### config.mk
export PLATFORM = sky130hd
export DESIGN_NAME = segre_if_stage
export DESIGN_NICKNAME = d
export VERILOG_FILES = /design/src/rtl/segre_pkg.sv /design/src/rtl/segre_fetch_fifo.sv /design/src/rtl/segre_if_stage.sv
export SDC_FILE = /design/constraint.sdc
export NUM_CORES = 1
export LEC_CHECK = 0
export ABC_AREA = 1
export CORE_AREA = 2 2 127 190
export DETAILED_ROUTE_END_ITERATION = 8
export DIE_AREA = 0 0 129 192
export HOLD_SLACK_MARGIN = 0.15
export PLACE_DENSITY = 0.74
export SETUP_SLACK_MARGIN = 0.5
export SLEW_MARGIN = 20
export SYNTH_ARGS = -nofsm -noshare
export SYNTH_HDL_FRONTEND = slang
export SYNTH_SLANG_ARGS = --single-unit
### constraint.sdc
create_clock -name clk_i -period 6.5 [get_ports clk_i]
set_input_delay 1.3 -clock clk_i [delete_from_list [all_inputs] [get_ports clk_i]]
set_output_delay 1.3 -clock clk_i [all_outputs]
set_load 0.03 [all_outputs]
### src/rtl/segre_pkg.sv
// Shared core types and constants used by the fetch stage and its fetch buffer.
package segre_pkg;

  localparam int unsigned WORD_SIZE = 32;
  localparam int unsigned ADDR_SIZE = 32;

  // addi x0, x0, 0
  localparam logic [WORD_SIZE-1:0] NOP_INSTR         = 32'h0000_0013;
  localparam logic [ADDR_SIZE-1:0] BOOT_ADDR_DEFAULT = 32'h0000_0000;

  typedef enum logic [1:0] {
    IF_IDLE,
    IF_RUN,
    IF_DRAIN
  } if_state_e;

  typedef struct packed {
    logic [WORD_SIZE-1:0] instr;
    logic [ADDR_SIZE-1:0] pc;
  } fetch_entry_t;

endpackage

### src/rtl/segre_fetch_fifo.sv
// Small synchronous FIFO of fetched {instr, pc} entries; flush beats push.
module segre_fetch_fifo
  import segre_pkg::*;
#(
  parameter int unsigned DEPTH = 2,
  localparam int unsigned CW   = $clog2(DEPTH + 1),
  localparam int unsigned PW   = $clog2(DEPTH)
) (
  input  logic          clk_i,
  input  logic          rsn_i,
  input  logic          flush_i,
  input  logic          push_i,
  input  logic          pop_i,
  input  fetch_entry_t  data_i,
  output fetch_entry_t  head_o,
  output logic          valid_o,
  output logic [CW-1:0] occ_o
);

  fetch_entry_t  mem_q [DEPTH];
  logic [PW-1:0] wr_ptr_q, rd_ptr_q;
  logic [CW-1:0] cnt_q;
  logic          do_push, do_pop;

  function automatic logic [PW-1:0] next_ptr(input logic [PW-1:0] p);
    return (p == PW'(DEPTH - 1)) ? '0 : p + PW'(1);
  endfunction

  // Guard against popping empty or pushing into a full buffer without a pop.
  always_comb begin
    do_pop  = pop_i & (cnt_q != '0);
    do_push = push_i & ((cnt_q != CW'(DEPTH)) | do_pop);
  end

  // Pointer and occupancy bookkeeping.
  always_ff @(posedge clk_i or negedge rsn_i) begin
    if (!rsn_i) begin
      wr_ptr_q <= '0;
      rd_ptr_q <= '0;
      cnt_q    <= '0;
    end else if (flush_i) begin
      wr_ptr_q <= '0;
      rd_ptr_q <= '0;
      cnt_q    <= '0;
    end else begin
      if (do_push) wr_ptr_q <= next_ptr(wr_ptr_q);
      if (do_pop)  rd_ptr_q <= next_ptr(rd_ptr_q);
      cnt_q <= cnt_q + CW'(do_push) - CW'(do_pop);
    end
  end

  // Entry storage; contents need no reset since occupancy gates visibility.
  always_ff @(posedge clk_i) begin
    if (do_push && !flush_i) mem_q[wr_ptr_q] <= data_i;
  end

  // Head is exposed from registered state only; zeroed when empty.
  always_comb begin
    valid_o = (cnt_q != '0);
    occ_o   = cnt_q;
    head_o  = valid_o ? mem_q[rd_ptr_q] : '0;
  end

endmodule

### src/rtl/segre_if_stage.sv
// Instruction-fetch stage: owns the PC, issues single outstanding fetches,
// buffers responses and handles EX redirects.
// Optional macro SEGRE_IF_MISALIGN_CHECK_EN adds fetch_misaligned_o.
module segre_if_stage
  import segre_pkg::*;
#(
  parameter logic [ADDR_SIZE-1:0] BOOT_ADDR        = BOOT_ADDR_DEFAULT,
  parameter int unsigned          FETCH_FIFO_DEPTH = 2
) (
  input  logic                 clk_i,
  input  logic                 rsn_i,
  output logic                 imem_req_o,
  output logic [ADDR_SIZE-1:0] imem_addr_o,
  input  logic                 imem_rvalid_i,
  input  logic [WORD_SIZE-1:0] imem_rdata_i,
  input  logic                 tkbr_i,
  input  logic [ADDR_SIZE-1:0] new_pc_i,
  input  logic                 block_if_i,
  output logic [WORD_SIZE-1:0] instr_o,
  output logic [ADDR_SIZE-1:0] pc_o,
  output logic                 valid_if_o
`ifdef SEGRE_IF_MISALIGN_CHECK_EN
  ,
  output logic                 fetch_misaligned_o
`endif
);

  localparam int unsigned CW = $clog2(FETCH_FIFO_DEPTH + 1);

  if_state_e            state_q, state_d;
  logic [ADDR_SIZE-1:0] fetch_pc_q, fetch_pc_d;
  logic [ADDR_SIZE-1:0] req_pc_q, req_pc_d;
  logic                 outstanding_q, outstanding_d;
  logic                 drop_q, drop_d;

  logic                 push_c, pop_c, busy_c;
  logic [CW:0]          occ_next_c;
  logic [ADDR_SIZE-1:0] target_c;
  logic [CW-1:0]        occ;
  logic                 fifo_valid;
  fetch_entry_t         head, push_data;

  // Per-cycle buffer events and redirect target.
  always_comb begin
    pop_c      = fifo_valid & ~block_if_i & ~tkbr_i;
    push_c     = imem_rvalid_i & outstanding_q & ~drop_q & ~tkbr_i;
    busy_c     = outstanding_q & ~imem_rvalid_i;
    occ_next_c = {1'b0, occ} + (CW+1)'(push_c) - (CW+1)'(pop_c);
    target_c   = new_pc_i & ~ADDR_SIZE'(3);
    push_data  = '{instr: imem_rdata_i, pc: req_pc_q};
  end

  // Next-state and fetch request logic.
  always_comb begin
    state_d       = state_q;
    fetch_pc_d    = fetch_pc_q;
    req_pc_d      = req_pc_q;
    outstanding_d = outstanding_q;
    drop_d        = drop_q;
    imem_req_o    = 1'b0;
    imem_addr_o   = fetch_pc_q;

    // Any response retires the outstanding request; unsolicited ones change nothing.
    if (imem_rvalid_i) outstanding_d = 1'b0;

    case (state_q)
      IF_IDLE: begin
        state_d = IF_RUN;
        if (tkbr_i) fetch_pc_d = target_c;
      end
      IF_RUN: begin
        if (tkbr_i) begin
          fetch_pc_d = target_c;
          if (busy_c) begin
            drop_d  = 1'b1;
            state_d = IF_DRAIN;
          end else begin
            imem_req_o    = 1'b1;
            imem_addr_o   = target_c;
            fetch_pc_d    = target_c + ADDR_SIZE'(4);
            req_pc_d      = target_c;
            outstanding_d = 1'b1;
          end
        end else if (!busy_c && (occ_next_c < (CW+1)'(FETCH_FIFO_DEPTH))) begin
          imem_req_o    = 1'b1;
          fetch_pc_d    = fetch_pc_q + ADDR_SIZE'(4);
          req_pc_d      = fetch_pc_q;
          outstanding_d = 1'b1;
        end
      end
      IF_DRAIN: begin
        if (tkbr_i) fetch_pc_d = target_c;
        if (imem_rvalid_i) begin
          drop_d  = 1'b0;
          state_d = IF_RUN;
        end
      end
      default: state_d = IF_IDLE;
    endcase
  end

  // Fetch-control state registers.
  always_ff @(posedge clk_i or negedge rsn_i) begin
    if (!rsn_i) begin
      state_q       <= IF_IDLE;
      fetch_pc_q    <= BOOT_ADDR;
      req_pc_q      <= '0;
      outstanding_q <= 1'b0;
      drop_q        <= 1'b0;
    end else begin
      state_q       <= state_d;
      fetch_pc_q    <= fetch_pc_d;
      req_pc_q      <= req_pc_d;
      outstanding_q <= outstanding_d;
      drop_q        <= drop_d;
    end
  end

  segre_fetch_fifo #(
    .DEPTH (FETCH_FIFO_DEPTH)
  ) u_fetch_fifo (
    .clk_i   (clk_i),
    .rsn_i   (rsn_i),
    .flush_i (tkbr_i),
    .push_i  (push_c),
    .pop_i   (pop_c),
    .data_i  (push_data),
    .head_o  (head),
    .valid_o (fifo_valid),
    .occ_o   (occ)
  );

  // Present buffer head to ID; NOP when nothing is buffered.
  always_comb begin
    valid_if_o = fifo_valid;
    instr_o    = fifo_valid ? head.instr : NOP_INSTR;
    pc_o       = head.pc;
  end

`ifdef SEGRE_IF_MISALIGN_CHECK_EN
  logic misaligned_q;

  // One-cycle flag for a redirect whose target had nonzero low bits.
  always_ff @(posedge clk_i or negedge rsn_i) begin
    if (!rsn_i) misaligned_q <= 1'b0;
    else        misaligned_q <= tkbr_i & (new_pc_i[1:0] != 2'b00);
  end

  assign fetch_misaligned_o = misaligned_q;
`endif

endmodule

==> qor.yml <==
run_status:
  status: "finished, final reports clean"
yosys:
  synthTopCellsByCount: "386 x nand2_1, 126 x edfxtp_1, 110 x nor2_1, 96 x a21oi_1, 88 x nand3_1"
  synth_edf_count: 126
  synth_area_per_cell_um2: 8.44
  synth_cell_types: 43
  ys.flop_type: "edfxtp_1"
  synthArstFlopShare_pct: 35.4
  synth_top_area_share_pct: 36.9
  syn_area_um2: 10300
  synth-seq-cells: 195
  synth.largest_area_cell: "edfxtp_1"
  synth.area.top_cells: "edfxtp_1 37%, dfrtp_1 17%, nand2_1 14%, a21oi_1 4.7%, nand3_1 4.3%"
  synth_cells: 1215
  yosysSeqAreaShare_pct: 53.7
  yosys_warnings: 0
  synth.most_common_cell: "nand2_1"
worst_setup_path:
  path_max_fanout: 3
  end_kind: "primary output"
  cp.required_ns: 5.20
  ff2ff_setup_slack_ns: 3.28
  reg2reg_to: "u_fetch_fifo.mem_q[1][33]$_DFFE_PP_"
  path_cells: "clkdlybuf4s50_1 > inv_2 > nor4_1 > nand2_1 > fa_1 > nand3_1 > nand2_1 > inv_2 > nor2_4 > clkdlybuf4s50_1"
  startpoint: "imem_rvalid_i"
  critical_path.startpoint_type: "input pin"
  cp_data_arrival_time_ns: 4.16
  max_stage_delay_ns: 0.75
  critPathSlowestCell: "clkdlybuf4s50_1"
  path_class: "in -> out"
  endpoint: "imem_req_o"
  r2r_start: "u_fetch_fifo.occ_o[1]$_DFF_PN0_"
  reg2reg_depth: 6
place:
  gp_congestion: 1.02
  portBuffers: 162
  dp.final_hpwl_um: 20300
clocking:
  h-tree-depth: 4
  cts_sinks: 195
  cts_tree: "yes"
  cts_hold_buf: 0
  clk_pin_slew_ns: 0.07
  cts_buffers: 17
  cts-resized-gates: 0
  clockRootBuffer: "clkbuf_16"
  clk-insertion-delay-late_ns: 0.44
  clockBufferDepth: 2
  postCtsSetupBuffers: 0
detailed_routing:
  ant_nets: 0
  vias: 9047
  drt-initial-drc-count: 718
  drt-total-wl_um: 28700
  wire_per_inst_um: 17.1
  viasPerCell: 5.39
  drc_errors: 0
  drtPass1Iterations: 6
floorplan:
  dieHeight_um: 192
  initial_core_util_pct: 44.5
  dieArea_um2: 24800
  core_area_um2: 23100
  core.rowCount: 68
  num_io_pins: 167
  die_width_um: 129
grt:
  overflow: 0
  grt_pass1_vias: 8660
  grt_pass1_wl_um: 45000
  antenna_found_initial: 0
  grt_usage_pct: 23.7
  grt_max_degree: 70
sta:
  clock.fmax_mhz: 183
  skew_ns: 0.0120
  setup_viol_count_final: 0
  slew_violations: 0
  period_share_pct: 84.0
  setup_tns_ns: 0
  tightest_slew_ns: 0.952
  hold_violations: 0
  rsz0062_at_grt: "false"
  post-route-min-period_ns: 5.46
  relSlewSlack_pct: 36.0
cells_and_area:
  drive_gt1_share_pct: 6.82
  n_antenna_cell: 0
  nNetsFinal: 1425
  area_growth_pct: 23.8
  fin_util_pct: 55.1
pwr:
  power_density_nw_per_um2: 388
  p_leak_nw: 4.95
  peakVddDrop_v: 0.000290
worst_hold_path:
  hold_path_class: "reg -> reg"
flow_run:
  drv_cap: 0
## where the power goes
group	leakage, nW	internal [mW]	switching (mW)
registers	1.93	1.62	0.239
clock network	0.276	0.593	0.454
logic	2.74	0.714	1.31
total	4.95	2.93	2.00
## per-stage QoR
step / setup WS (ns) / hold WS (ns) / area (um^2) / cells / power, mW
5_1_grt: 0.880 / 0.481 / 12700 / 1678 / 5.21
2_1_floorplan: 1.38 / 0.438 / 10300 / 1216 / 3.16
3_5_place_dp: 1.08 / 0.456 / 12100 / 1646 / 3.88
4_1_cts: 1.05 / 0.471 / 12700 / 1678 / 4.94
3_3_place_gp: 1.15 / 0.449 / 12100 / 1645 / 3.82
6_report: 1.04 / 0.469 / 12700 / 1678 / 4.93
## cell families (layout without fill, tap and decap cells)
group	after synthesis	after routing	synth area share (%)
adders and majority gates	6	6	0.805
DFF	195	195	53.7
other	1	2	0.0366
buffers and inverters	151	298	6.02
xor gates and xnor gates	14	14	1.20
muxes	1	1	0.110
AOI/OAI and AO/OA	218	218	12.2
and+or+nand+nor	629	629	26.0
## flip-flops by register name (all words and copies together), names as in the netlist
| name | cells |
|---|---|
| u_fetch_fifo.rd_ptr_q | 1 |
| fetch_pc_q | 30 |
| u_fetch_fifo.wr_ptr_q | 1 |
| u_fetch_fifo.occ_o | 2 |
| outstanding_q | 1 |
| req_pc_q | 31 |
| u_fetch_fifo.mem_q | 126 |
| state_q | 2 |
| drop_q | 1 |
## worst max-delay path: cells and delay by family
| kind | cells | cell delay [ns] |
|---|---|---|
| adders and majority gates | 1 | 0.51 |
| buffers and inverters | 4 | 1.47 |
| and+or+nand+nor | 5 | 0.87 |
## cell type report
| type | count | area, um^2 |
|---|---|---|
| Clock buffer | 22 | 465 |
| Inverter | 92 | 345 |
| Fill cell | 2102 | 10400 |
| Sequential cell | 195 | 5510 |
| Clock inverter | 10 | 123 |
| Timing Repair Buffer | 174 | 1710 |
| Multi-Input combinational cell | 870 | 4150 |
| Tap cell | 315 | 394 |
## routing by layer
metal / vias to the layer above / global-route usage (%) / wire length (um)
li1: 4360 / - / -
met1: 4194 / 27.8 / 11000
met2: 400 / 39.8 / 14100
met3: 93 / 3.84 / 1740
met4: 0 / 15.6 / 1840
met5: - / 0 / 0
## layout by cell type, fill, tap and decap left out, drive strengths merged
| cell type | netlist | routed |
|---|---|---|
| a21boi | 9 | 9 |
| a21oi | 96 | 96 |
| a22oi | 4 | 4 |
| a2bb2oi | 1 | 1 |
| a31oi | 29 | 29 |
| and3 | 1 | 1 |
| buf | 32 | 14 |
| bufinv | 0 | 2 |
| clkbuf | 27 | 22 |
| clkdlybuf4s50 | 0 | 160 |
| clkinv | 0 | 3 |
| clkinvlp | 0 | 3 |
| conb | 1 | 2 |
| dfrtp | 69 | 69 |
| edfxtp | 126 | 126 |
| fa | 1 | 1 |
| ha | 5 | 5 |
| inv | 92 | 94 |
| mux2 | 1 | 1 |
| nand2 | 392 | 392 |
| nand3 | 91 | 91 |
| nand3b | 4 | 4 |
| nand4 | 6 | 6 |
| nor2 | 130 | 130 |
| nor3 | 4 | 4 |
| nor4 | 1 | 1 |
| o211ai | 6 | 6 |
| o21ai | 40 | 40 |
| o221ai | 1 | 1 |
| o22ai | 31 | 31 |
| o31ai | 1 | 1 |
| xnor2 | 3 | 3 |
| xor2 | 11 | 11 |
## how the worst min path moves through the flow
stage / startpoint / endpoint / slack (ns) / cells after the start
6_report: req_pc_q[7]$_DFFE_PN0P_ / u_fetch_fifo.mem_q[1][7]$_DFFE_PP_ / 0.47 / 0
5_1_grt: req_pc_q[10]$_DFFE_PN0P_ / u_fetch_fifo.mem_q[0][10]$_DFFE_PP_ / 0.48 / 0
3_5_place_dp: req_pc_q[10]$_DFFE_PN0P_ / u_fetch_fifo.mem_q[1][10]$_DFFE_PP_ / 0.46 / 0
2_1_floorplan: req_pc_q[2]$_DFFE_PN0P_ / u_fetch_fifo.mem_q[0][2]$_DFFE_PP_ / 0.44 / 0
4_1_cts: req_pc_q[10]$_DFFE_PN0P_ / u_fetch_fifo.mem_q[1][10]$_DFFE_PP_ / 0.47 / 0
3_3_place_gp: req_pc_q[13]$_DFFE_PN0P_ / u_fetch_fifo.mem_q[0][13]$_DFFE_PP_ / 0.45 / 0
No activity file was read; power rests on OpenSTA's default activity.
